## config.mk

```make
export PLATFORM = sky130hd
export DESIGN_NAME = ultrasonic_meas_ctrl
export DESIGN_NICKNAME = d
export VERILOG_FILES = /design/src/rtl/ultrasonic_meas_ctrl.sv
export SDC_FILE = /design/constraint.sdc
export NUM_CORES = 1
export LEC_CHECK = 0
export ABC_CLOCK_PERIOD_IN_PS = 5400
export BUFFER_PORTS_ARGS = -buffer_cell sky130_fd_sc_hd__buf_4
export CORE_MARGIN = 8
export CORE_UTILIZATION = 45
export CTS_CLUSTER_DIAMETER = 30
export DETAILED_ROUTE_END_ITERATION = 6
export GPL_ROUTABILITY_DRIVEN = 0
export PLACE_DENSITY = 0.58
export SLEW_MARGIN = 0
export SYNTH_ARGS = -nofsm -noshare
export SYNTH_HDL_FRONTEND = slang
export SYNTH_SLANG_ARGS = --single-unit
export TNS_END_PERCENT = 10
```

## constraint.sdc

```tcl
create_clock -name clk -period 5.4 [get_ports clk]
set_clock_uncertainty 0.15 [all_clocks]
set_input_delay 1.08 -clock clk [delete_from_list [all_inputs] [get_ports clk]]
set_output_delay 1.08 -clock clk [all_outputs]
set_load 0.01 [all_outputs]
```

## src/rtl/ultrasonic_meas_ctrl.sv

```systemverilog
// HC-SR04-class ultrasonic measurement sequencer: trigger, echo timing with timeout, hold-off, near flag.
// Optional: define ULTRA_NEAR_HYST_EN to require 3 agreeing samples before near changes.
module ultrasonic_meas_ctrl #(
    parameter int unsigned TRIG_CYCLES    = 500,
    parameter int unsigned TIMEOUT_CYCLES = 1500000,
    parameter int unsigned HOLDOFF_CYCLES = 3000000,
    parameter int unsigned NEAR_THRESH    = 58000,
    parameter int unsigned CW             = 32
) (
    input  logic          clk,
    input  logic          rst,
    input  logic          start,
    input  logic          continuous,
    input  logic          echo,
    output logic          trig,
    output logic          busy,
    output logic          sample_valid,
    output logic [CW-1:0] echo_cycles,
    output logic          timeout,
    output logic          near
);

    typedef enum logic [2:0] {
        S_IDLE,
        S_TRIG,
        S_WAIT_ECHO,
        S_MEASURE,
        S_HOLDOFF
    } state_t;

    localparam int unsigned PH_MAX_I = (TRIG_CYCLES > HOLDOFF_CYCLES) ? TRIG_CYCLES : HOLDOFF_CYCLES;

    localparam logic [CW-1:0] TRIG_LAST = CW'(TRIG_CYCLES - 1);
    localparam logic [CW-1:0] HO_LAST   = CW'(HOLDOFF_CYCLES - 1);
    localparam logic [CW-1:0] TO_MAX    = CW'(TIMEOUT_CYCLES);
    localparam logic [CW-1:0] PH_MAX    = CW'(PH_MAX_I);
    localparam logic [CW-1:0] NEAR_TH   = CW'(NEAR_THRESH);

    state_t        state_q;
    logic          echo_m_q;
    logic          echo_s_q;
    logic          echo_d_q;
    logic [CW-1:0] ph_q;
    logic [CW-1:0] tcnt_q;
    logic [CW-1:0] width_q;

    logic [CW-1:0] ph_d;
    logic [CW-1:0] tcnt_d;
    logic [CW-1:0] width_d;
    logic          tcnt_hit;
    logic          echo_rise;
    logic          echo_fall;
    logic          near_qual;

    // Saturating increments; counters never wrap.
    always_comb begin
        ph_d      = (ph_q >= PH_MAX) ? PH_MAX : ph_q + CW'(1);
        tcnt_d    = (tcnt_q >= TO_MAX) ? TO_MAX : tcnt_q + CW'(1);
        width_d   = (width_q >= TO_MAX) ? TO_MAX : width_q + CW'(1);
        tcnt_hit  = (tcnt_d >= TO_MAX);
        echo_rise = echo_s_q & ~echo_d_q;
        echo_fall = ~echo_s_q & echo_d_q;
        near_qual = ~timeout & (echo_cycles < NEAR_TH);
    end

`ifdef ULTRA_NEAR_HYST_EN
    logic [1:0] run_q;
`endif

    always_ff @(posedge clk) begin
        if (rst) begin
            state_q      <= S_IDLE;
            echo_m_q     <= 1'b0;
            echo_s_q     <= 1'b0;
            echo_d_q     <= 1'b0;
            ph_q         <= '0;
            tcnt_q       <= '0;
            width_q      <= '0;
            trig         <= 1'b0;
            busy         <= 1'b0;
            sample_valid <= 1'b0;
            echo_cycles  <= '0;
            timeout      <= 1'b0;
            near         <= 1'b0;
`ifdef ULTRA_NEAR_HYST_EN
            run_q        <= 2'd0;
`endif
        end else begin
            echo_m_q     <= echo;
            echo_s_q     <= echo_m_q;
            echo_d_q     <= echo_s_q;
            sample_valid <= 1'b0;

            case (state_q)
                S_IDLE: begin
                    if (start || continuous) begin
                        state_q <= S_TRIG;
                        trig    <= 1'b1;
                        busy    <= 1'b1;
                        ph_q    <= '0;
                    end
                end
                S_TRIG: begin
                    if (ph_q >= TRIG_LAST) begin
                        state_q <= S_WAIT_ECHO;
                        trig    <= 1'b0;
                        tcnt_q  <= '0;
                    end else begin
                        ph_q <= ph_d;
                    end
                end
                S_WAIT_ECHO: begin
                    tcnt_q <= tcnt_d;
                    if (tcnt_hit) begin
                        state_q      <= S_HOLDOFF;
                        ph_q         <= '0;
                        sample_valid <= 1'b1;
                        timeout      <= 1'b1;
                        echo_cycles  <= '0;
                    end else if (echo_rise) begin
                        state_q <= S_MEASURE;
                        width_q <= '0;
                    end
                end
                S_MEASURE: begin
                    // On the fall cycle echo_d is still high, so it contributes the final count.
                    if (echo_fall) begin
                        state_q      <= S_HOLDOFF;
                        ph_q         <= '0;
                        sample_valid <= 1'b1;
                        timeout      <= 1'b0;
                        echo_cycles  <= width_d;
                    end else if (echo_s_q) begin
                        tcnt_q  <= tcnt_d;
                        width_q <= width_d;
                        if (tcnt_hit) begin
                            state_q      <= S_HOLDOFF;
                            ph_q         <= '0;
                            sample_valid <= 1'b1;
                            timeout      <= 1'b1;
                            echo_cycles  <= width_d;
                        end
                    end
                end
                S_HOLDOFF: begin
                    if (ph_q >= HO_LAST) begin
                        ph_q <= '0;
                        if (continuous) begin
                            state_q <= S_TRIG;
                            trig    <= 1'b1;
                        end else begin
                            state_q <= S_IDLE;
                            busy    <= 1'b0;
                        end
                    end else begin
                        ph_q <= ph_d;
                    end
                end
                default: begin
                    state_q <= S_IDLE;
                    trig    <= 1'b0;
                    busy    <= 1'b0;
                end
            endcase

            // Presence flag follows the published sample one cycle after its strobe.
            if (sample_valid) begin
`ifdef ULTRA_NEAR_HYST_EN
                if (near_qual == near) begin
                    run_q <= 2'd0;
                end else if (run_q == 2'd2) begin
                    near  <= near_qual;
                    run_q <= 2'd0;
                end else begin
                    run_q <= run_q + 2'd1;
                end
`else
                near <= near_qual;
`endif
            end
        end
    end

endmodule

```

After elaboration in Yosys (flattened, before gate mapping)
Index checks and enable logic that the tools add are counted.
{"block": "word_totals", "mem_count": 0, "reg_bits": 139, "latch_bits": 0, "word_cells": 114, "ram_bits": 0, "input_bits": 5, "romBits": 0, "output_inout_bits": 37}
{"block": "op_classes", "muxes": 50, "n_div": 0, "magnitude_cmp": 7, "reduce_logical": 15, "mul": 0, "shifts": 0, "eq_ne": 18, "addsub": 3, "n_bitwise": 8}
{"operator": "two-way mux 32 bit", "count": 20}
{"operator": "one-hot mux 32 bit (5 select lines)", "count": 1}
{"operator": "one-hot mux 32 bit (2 select lines)", "count": 2}
{"operator": "adder 32 x 1 -> 32 bit, second input constant", "count": 3}
{"operator": ">= comparator 32 x 21 -> 1 bit, second input constant", "count": 3}
{"operator": "one-hot mux 32 bit (3 select lines)", "count": 1}
{"operator": ">= comparator 32 x 22 -> 1 bit, second input constant", "count": 2}
{"operator": ">= comparator 32 x 9 -> 1 bit, second input constant", "count": 1}
{"operator": "less-than comparator 32 x 16 -> 1 bit, second input constant", "count": 1}
{"operator": "two-way mux 3 bit", "count": 8}
{"operator": "inequality test 2 bit, second input constant", "count": 11}
{"operator": "AND reduction 4 bit", "count": 4}
{"operator": "one-hot mux 3 bit (5 select lines)", "count": 1}
{"operator": "two-way mux 1 bit", "count": 13}
{"operator": "AND reduction 5 bit", "count": 2}
{"operator": "inequality test 3 bit, second input constant", "count": 3}
{"operator": "== test 3 x 2 -> 1 bit, second input constant", "count": 2}
{"operator": "AND reduction 6 bit", "count": 1}
{"operator": "NOT 1 bit", "count": 5}
{"operator": "nonzero test 5 bit", "count": 1}
{"operator": "one-hot mux 1 bit (2 select lines)", "count": 2}
{"operator": "one-hot mux 1 bit (4 select lines)", "count": 1}
{"operator": "bitwise AND 1 bit", "count": 3}
{"operator": "== test 3 x 1 -> 1 bit, second input constant", "count": 1}
{"operator": "9 further kinds", "count": 9}

Depth between registers and ports, before layout
Gate-level depths: netlist of run 1.
{"block": "logic_depth", "ltp_word": 7, "depth_mapped": 12}

Least setup slack after synthesis of run 1
Ideal clock, no wire load.
{"block": "synth_path", "kind": "flip-flop to flip-flop", "from": "register tcnt_q[5]", "to": "register width_q[15]", "path_stages_with_launch": 12, "n_path_buf": 3, "arrival_time_ns": 3.001, "slack_ns": 2.127, "path_cell_list": "dfxtp_1 > buf_4 > nand3_4 > or4_4 > o31a_1 > or4_4 > a211oi_2 > a311oi_2 > or2_1 > buf_6 > buf_6 > mux2_4"}
{"block": "synth_via", "elab_chain_len": 5, "elab_cells_between_ends": 6, "cone_classes": "add/sub: 1; order compare: 2; eq/ne: 1; mux: 1; reduce/logical: 1"}
{"item": "start, declared", "line_no": "44", "rtl": "logic [CW-1:0] tcnt_q;"}
{"item": "start signal, assigned", "line_no": "113", "rtl": "tcnt_q <= tcnt_d;"}
{"item": "start signal, assigned", "line_no": "134", "rtl": "tcnt_q <= tcnt_d;"}
{"item": "adder 32 x 1 -> 32 bit / >= comparator 32 x 21 -> 1 bit (equally long branches)", "line_no": "58", "rtl": "tcnt_d = (tcnt_q >= TO_MAX) ? TO_MAX : tcnt_q + CW'(1);"}
{"item": "two-way mux 32 bit *", "line_no": "58"}
{"item": ">= comparator 32 x 21 -> 1 bit *", "line_no": "60", "rtl": "tcnt_hit = (tcnt_d >= TO_MAX);"}
{"item": "inequality test 2 bit (no source line) *"}
{"item": "AND reduction 5 bit (no source line) *"}
{"item": "end signal, assigned", "line_no": "135", "rtl": "width_q <= width_d;"}
{"item": "end, declared", "line_no": "45", "rtl": "logic [CW-1:0] width_q;"}
Every way passes the cells marked *; elsewhere a longest branch is shown, timed or not.
A chain may end at the register's enable or synchronous reset.

Final worst setup path of run 1
{"block": "layout_path", "from": "register tcnt_q[5]", "to": "register width_q[13]"}
The elaborated chain is that of the path after synthesis.

==> results of run 1 <==
worst max path at each step:
| stage | end | slack [ps] | depth (start not counted) |
|---|---|---|---|
| 6_report | width_q[13] | 1520 | 8 |
| 3_5_place_dp | width_q[9] | 1560 | 9 |
| 2_1_floorplan | width_q[15] | 2130 | 11 |
| 4_1_cts | width_q[13] | 1520 | 8 |
| 3_3_place_gp | width_q[13] | 1610 | 8 |
| 5_1_grt | width_q[13] | 1270 | 9 |
flip-flops by register name, summed over array words and instances, names as in the netlist, 3 cells and up:
| name | flops |
|---|---|
| echo_cycles | 32 |
| state_q | 3 |
| width_q | 32 |
| tcnt_q | 32 |
| ph_q | 32 |
where the power goes:
group | internal, mW | switching (mW) | leakage (nW)
Combinational | 0.137 | 0.313 | 1.39
Sequential | 1.04 | 0.0298 | 1.12
Clock | 0.823 | 0.457 | 0.305
cells in the final DEF, fill, tap and decap left out, drive strengths merged, types with 18 or more instances in the layout:
master,count
a21oi,75
and2,38
and3,18
buf,48
clkbuf,19
dfxtp,139
inv,20
nand2,54
nand3,34
nor2,70
nor2b,18
nor3,38
nor4,19
o21ai,63
synthesized netlist by cell type (3+ instances only):
master / count / area (µm²)
nand4_1: 6 / 37.54
a22o_1: 11 / 96.34
or4_1: 4 / 30.03
o2111ai_1: 4 / 35.03
nand3_1: 31 / 155.2
nor4_1: 19 / 118.9
nor2b_1: 18 / 112.6
and3_1: 18 / 112.6
nor3b_1: 17 / 127.6
xnor2_1: 14 / 122.6
a311oi_1: 6 / 52.55
o21ai_0: 63 / 315.3
o31ai_1: 3 / 22.52
xor2_1: 8 / 70.07
or3_1: 15 / 93.84
a22oi_1: 5 / 37.54
or2_2: 3 / 18.77
nor4bb_1: 3 / 30.03
mux2_4: 5 / 75.07
nand2b_1: 6 / 37.54
mux2_2: 4 / 45.04
a41o_1: 3 / 30.03
o211ai_1: 6 / 45.04
a31oi_1: 16 / 100.1
a21oi_1: 75 / 375.4
nor2_1: 70 / 262.8
ha_1: 6 / 75.07
nand2_1: 54 / 202.7
clkbuf_1: 39 / 146.4
and2_1: 38 / 237.7
inv_1: 17 / 63.81
a211o_1: 3 / 26.28
nand3b_1: 11 / 82.58
a211oi_1: 4 / 30.03
dfxtp_1: 139 / 2783
nor3_1: 38 / 190.2
a31o_2: 6 / 52.55
cell families (layout without fill, tap and decap cells):
logic type | after synthesis | count (layout) | synth area share [%]
xor gates and xnor gates | 22 | 22 | 2.828
buffers and inverters | 64 | 97 | 3.893
adders and majority gates | 6 | 6 | 1.102
AOI/OAI and AO/OA | 223 | 223 | 20.50
and+or+nand+nor | 363 | 363 | 28.93
DFF | 139 | 139 | 40.84
muxes | 10 | 10 | 1.910
critical path, cell delays in order, from the launching register on:
cell	delay [ps]
dfxtp_1	530
nand3_4	160
or4_4	580
nor4_1	370
nor3_1	140
and2_1	210
a311oi_2	570
or2_1	650
mux2_2	410
routing by layer:
metal	up-vias	global-route usage [%]
met5	-	0
met4	0	6.181
met3	24	4.578
met2	130	30.14
met1	2939	21.45
li1	3049	-
layout make-up:
class | count | share of cell area [%]
Inverter | 17 | 0.8115
Tap cell | 188 | 2.991
Multi-Input combinational cell | 624 | 48.02
Sequential cell | 139 | 35.39
Timing Repair Buffer | 48 | 4.582
Clock inverter | 13 | 2.705
Clock buffer | 19 | 5.505
through the flow:
step / cells / hold slack [ps] / setup WS (ps)
after floorplan: 827 / 263.8 / 2127
after global placement: 1016 / 292.9 / 1606
after detailed placement: 1016 / 285.5 / 1558
after CTS: 1048 / 299.5 / 1524
after global routing: 1048 / 318.2 / 1273
final: 1048 / 289.2 / 1515
==> flow_metrics.py, run 1 <==
metrics = {
    "cts": {
        "cts_tree": "done",
        "ctsHoldBuffers": 0,
        "cts_setup_buffers": 0,
        "clockBufferDepth": 2,
        "clock-sinks": 139,
        "cts_inserted_buffers": 17,
        "cts.htree.levels": 4,
        "clock-root-buffer": "clkbuf_16",
        "cts_resized": 0,
        "clkTransAtPathRegs_ps": 60,
        "clk_latency_ps": 430,
    },
    "global_routing": {
        "grt_pass1_wl_um": 28380,
        "grt_overflow": 0,
        "antenna_found_initial": 0,
        "grt_max_degree": 59,
        "grt_pass1_vias": 5812,
        "grtUsageTotal_pct": 17.80,
    },
    "setup_path": {
        "critPathArrivalTime_ps": 4040,
        "critPathLaunch": "tcnt_q[5]",
        "critPathRequiredTime_ps": 5560,
        "setup.worst_path.end_class": "register",
        "r2r-start": "tcnt_q[5]",
        "reg2reg_to": "width_q[13]",
        "r2r_setup_slack_ps": 1520,
        "startpoint_type": "register",
        "rr_worst_depth": 8,
        "cp_max_fo": 14,
        "critical_path_class": "register to register",
    },
    "run_status": {
        "outcome": "completed",
    },
    "logic_synthesis": {
        "ys.flop_type": "dfxtp_1",
        "yosysWarnings": 0,
        "syn_area_per_cell_um2": 8.238,
        "synth.net_count": 838,
        "ys_ff_latch": 139,
        "synth_edf_count": 0,
        "synth.distinct_cells": 64,
        "synth_cells": 827,
        "synthesis.area_um2": 6813,
        "yosysSeqAreaShare_pct": 40.84,
        "async_flop_share_pct": 0,
    },
    "finish": {
        "regArea_um2": 2783,
        "fillers": 1400,
        "multiInputGateArea_um2": 3776,
        "syn_to_final_growth_pct": 15.43,
        "layout.nets": 858,
        "drive_gt1_share_pct": 12.33,
        "fin_util_pct": 52.51,
        "diodes": 0,
        "final_design_area_no_fill_um2": 7864,
    },
    "detailed_routing": {
        "avgViaCountPerCell": 5.861,
        "drtAntennaViolNets": 0,
        "drt-initial-drc-count": 383,
        "post_drt_wl_per_cell_um": 16.68,
        "topRoutingLayerUsed": "met4",
        "met2WireLength_um": 8522,
        "routed_wl_um": 17480,
        "drc_errors": 0,
        "vias": 6142,
        "met3_length_um": 693,
        "drtPass1Iterations": 5,
        "wl_met1_um": 8015,
    },
    "placement": {
        "io_buffers": 41,
        "place_area_um2": 7218,
        "dp_hpwl_um": 11990,
    },
    "floorplanning": {
        "rows": 45,
        "die_y_um": 139.0,
        "die_w_um": 139.0,
        "top_level_ports": 42,
        "start_util_pct": 45.49,
        "die_area_um2": 19330,
        "core_area_um2": 14980,
    },
    "timing": {
        "setup_viol": 0,
        "hold_violations": 0,
        "fmax_mhz": 257.4,
        "max_slew_margin_pct": 31.76,
        "worstMarginPinSlew_ps": 1024,
        "period_share_pct": 71.94,
        "rsz0062_at_grt": "no",
        "period_needed_ps": 3885,
        "slew_viol_final": 0,
        "setup_tns_ps": 0,
    },
    "power_and_ir_drop": {
        "powerDensity_nw_per_um2": 356.6,
        "power_mw": 2.804,
        "p_leak_nw": 2.817,
        "ir_worst_vdd_mv": 0.2069,
    },
    "min_path": {
        "worstHoldPathType": "register to register",
        "min_from": "echo_m_q",
        "hold_depth": 1,
        "min_to": "echo_s_q",
    },
    "flow_run": {
        "cap_violations": 0,
    },
}
(Power assumes the default switching activity.)
==> inputs of run 2 (changes only) <==
Settings changed: ABC_CLOCK_PERIOD_IN_PS 5400 to 3100, PLACE_DENSITY 0.58 to 0.6.
Clock period 5.4 ns to 3.1 ns, I/O delays scaled along.
==> run 2 against run 1 <==
Compared with the run above: utilization is 2.6 points higher; largest cell class unchanged; clock power is 67% higher; non-clock buffer count is 46 higher.
==> flow_metrics.py, run 2 (synthesis gave the netlist of run 1 again) <==
metrics = {
    "run_status": {
        "outcome": "completed",
    },
    "cts": {
        "cts.htree.levels": 4,
        "cts_inserted_buffers": 17,
        "clock-sinks": 139,
        "ctsHoldBuffers": 0,
        "clk_latency_ps": 420,
        "cts_setup_buffers": 0,
        "clock-root-buffer": "clkbuf_16",
        "clkTransAtPathRegs_ps": 60,
        "cts_tree": "done",
        "clockBufferDepth": 2,
        "cts_resized": 0,
    },
    "detailed_routing": {
        "drc_errors": 0,
        "post_drt_wl_per_cell_um": 16.46,
        "drtAntennaViolNets": 0,
        "drt-initial-drc-count": 494,
        "vias": 6363,
        "routed_wl_um": 18010,
        "drtPass1Iterations": 5,
        "avgViaCountPerCell": 5.816,
    },
    "setup_path": {
        "cp_max_fo": 14,
        "critPathRequiredTime_ps": 3260,
        "startpoint_type": "register",
        "critPathArrivalTime_ps": 3180,
        "critPathLaunch": "tcnt_q[9]",
        "r2r-start": "tcnt_q[9]",
        "setup.worst_path.end_class": "register",
        "critical_path_class": "register to register",
    },
    "finish": {
        "fin_cells": 1094,
        "diodes": 0,
        "layout.nets": 904,
        "final_design_area_no_fill_um2": 8258,
        "syn_to_final_growth_pct": 21.21,
        "regArea_um2": 2789,
        "drive_gt1_share_pct": 18.43,
        "layout_common_cells": "134 x dfxtp_1, 92 x buf_4, 75 x a21oi_1, 70 x nor2_1, 62 x o21ai_0",
        "fillers": 1361,
        "final_common_cell": "dfxtp_1",
        "multiInputGateArea_um2": 3816,
    },
    "timing": {
        "hold_violations": 0,
        "fin_ws_ps": 82.46,
        "setup_tns_ps": 0,
        "slew_viol_final": 0,
        "period_share_pct": 97.34,
        "worstMarginPinSlew_ps": 694.6,
        "max_slew_margin_pct": 53.69,
        "period_needed_ps": 3018,
        "fmax_mhz": 331.4,
        "holdWs_ps": 260.0,
        "setup_viol": 0,
    },
    "placement": {
        "dp_hpwl_um": 12640,
        "place_area_um2": 7592,
        "post-place-ws_ps": 39.26,
        "io_buffers": 41,
        "placed_cells": 1062,
    },
    "power_and_ir_drop": {
        "p_int_mw": 3.463,
        "powerDensity_nw_per_um2": 589.9,
        "p_sw_share_pct": 28.91,
        "power_frac_comb_pct": 17.7,
        "switchingPower_mw": 1.408,
        "pwr-share-seq_pct": 38.4,
        "ir_worst_vdd_mv": 0.4481,
        "p_leak_nw": 3.059,
        "clock_power_share_pct": 43.9,
    },
    "global_routing": {
        "grt_pass1_vias": 6062,
        "grt_pass1_wl_um": 30080,
        "grt_overflow": 0,
        "antenna_found_initial": 0,
        "grt_max_degree": 67,
        "grtUsageTotal_pct": 18.75,
    },
    "floorplanning": {
        "start_util_pct": 45.49,
        "top_level_ports": 42,
        "die_area_um2": 19330,
        "core_area_um2": 14980,
        "die_y_um": 139.0,
        "rows": 45,
        "die_w_um": 139.0,
    },
    "flow_run": {
        "cap_violations": 0,
    },
    "min_path": {
        "worstHoldPathType": "input port to register",
        "min_from": "echo",
    },
}
==> run 2: cell types whose count changed in the layout (fill, tap and decap cells not counted), sizes merged <==
cell and change:
clkbuf -2, clkinv +4, buf +46, bufinv -1, inv -1
==> run 2: through the flow <==
| stage | util [%] | power (mW) |
|---|---|---|
| after floorplan | - | 2.442 |
| after global placement | 50.69 | 2.746 |
| after detailed placement | 50.69 | 2.762 |
| after CTS | 54.85 | 4.897 |
| after global routing | 55.14 | 5.087 |
| final | 55.14 | 4.871 |
==> run 2: worst paths after layout <==
path / end / slack, ps / cells past startpoint
worst max-delay path: width_q[6] / 80 / 9
worst min-delay path: echo_m_q / 260 / 2
worst max register to register: width_q[6] / 80 / 9
worst min register to register: echo_s_q / 300 / 1
==> run 2: area by class of cell <==
class	instances	area share [%]
well taps	188	2.848
clock inverters	15	2.394
flip-flops and latches	139	33.77
repair buffers	94	8.848
clock buffers	17	5.152
multi-input cells	624	46.21
inverters	17	0.7727
==> run 2: layer usage <==
metal	wire length, µm	track usage (%)	share of wire, %
met5	0	0	0
met4	348	8.146	1.9
met1	8418	23.67	47
met2	8472	30.58	47
met3	766	3.580	4.3
==> run 2: power by group through the flow <==
stage                     clock (mW)  sequential (mW)  combinational [mW]
after floorplan                    0             1.89               0.554
after global placement             0             1.91               0.837
after detailed placement           0             1.91               0.852
after CTS                       2.17             1.87               0.855
after global routing            2.26             1.88               0.948
final                           2.14             1.87               0.861
==> run 2: critical path: stages, from the launching register on <==
cell	delay, ps
dfxtp_1	350
nand3_2	100
or4_4	580
o31a_1	280
or4_4	430
a211oi_2	210
a311oi_2	70
or2_1	280
buf_12	170
mux2_4	300
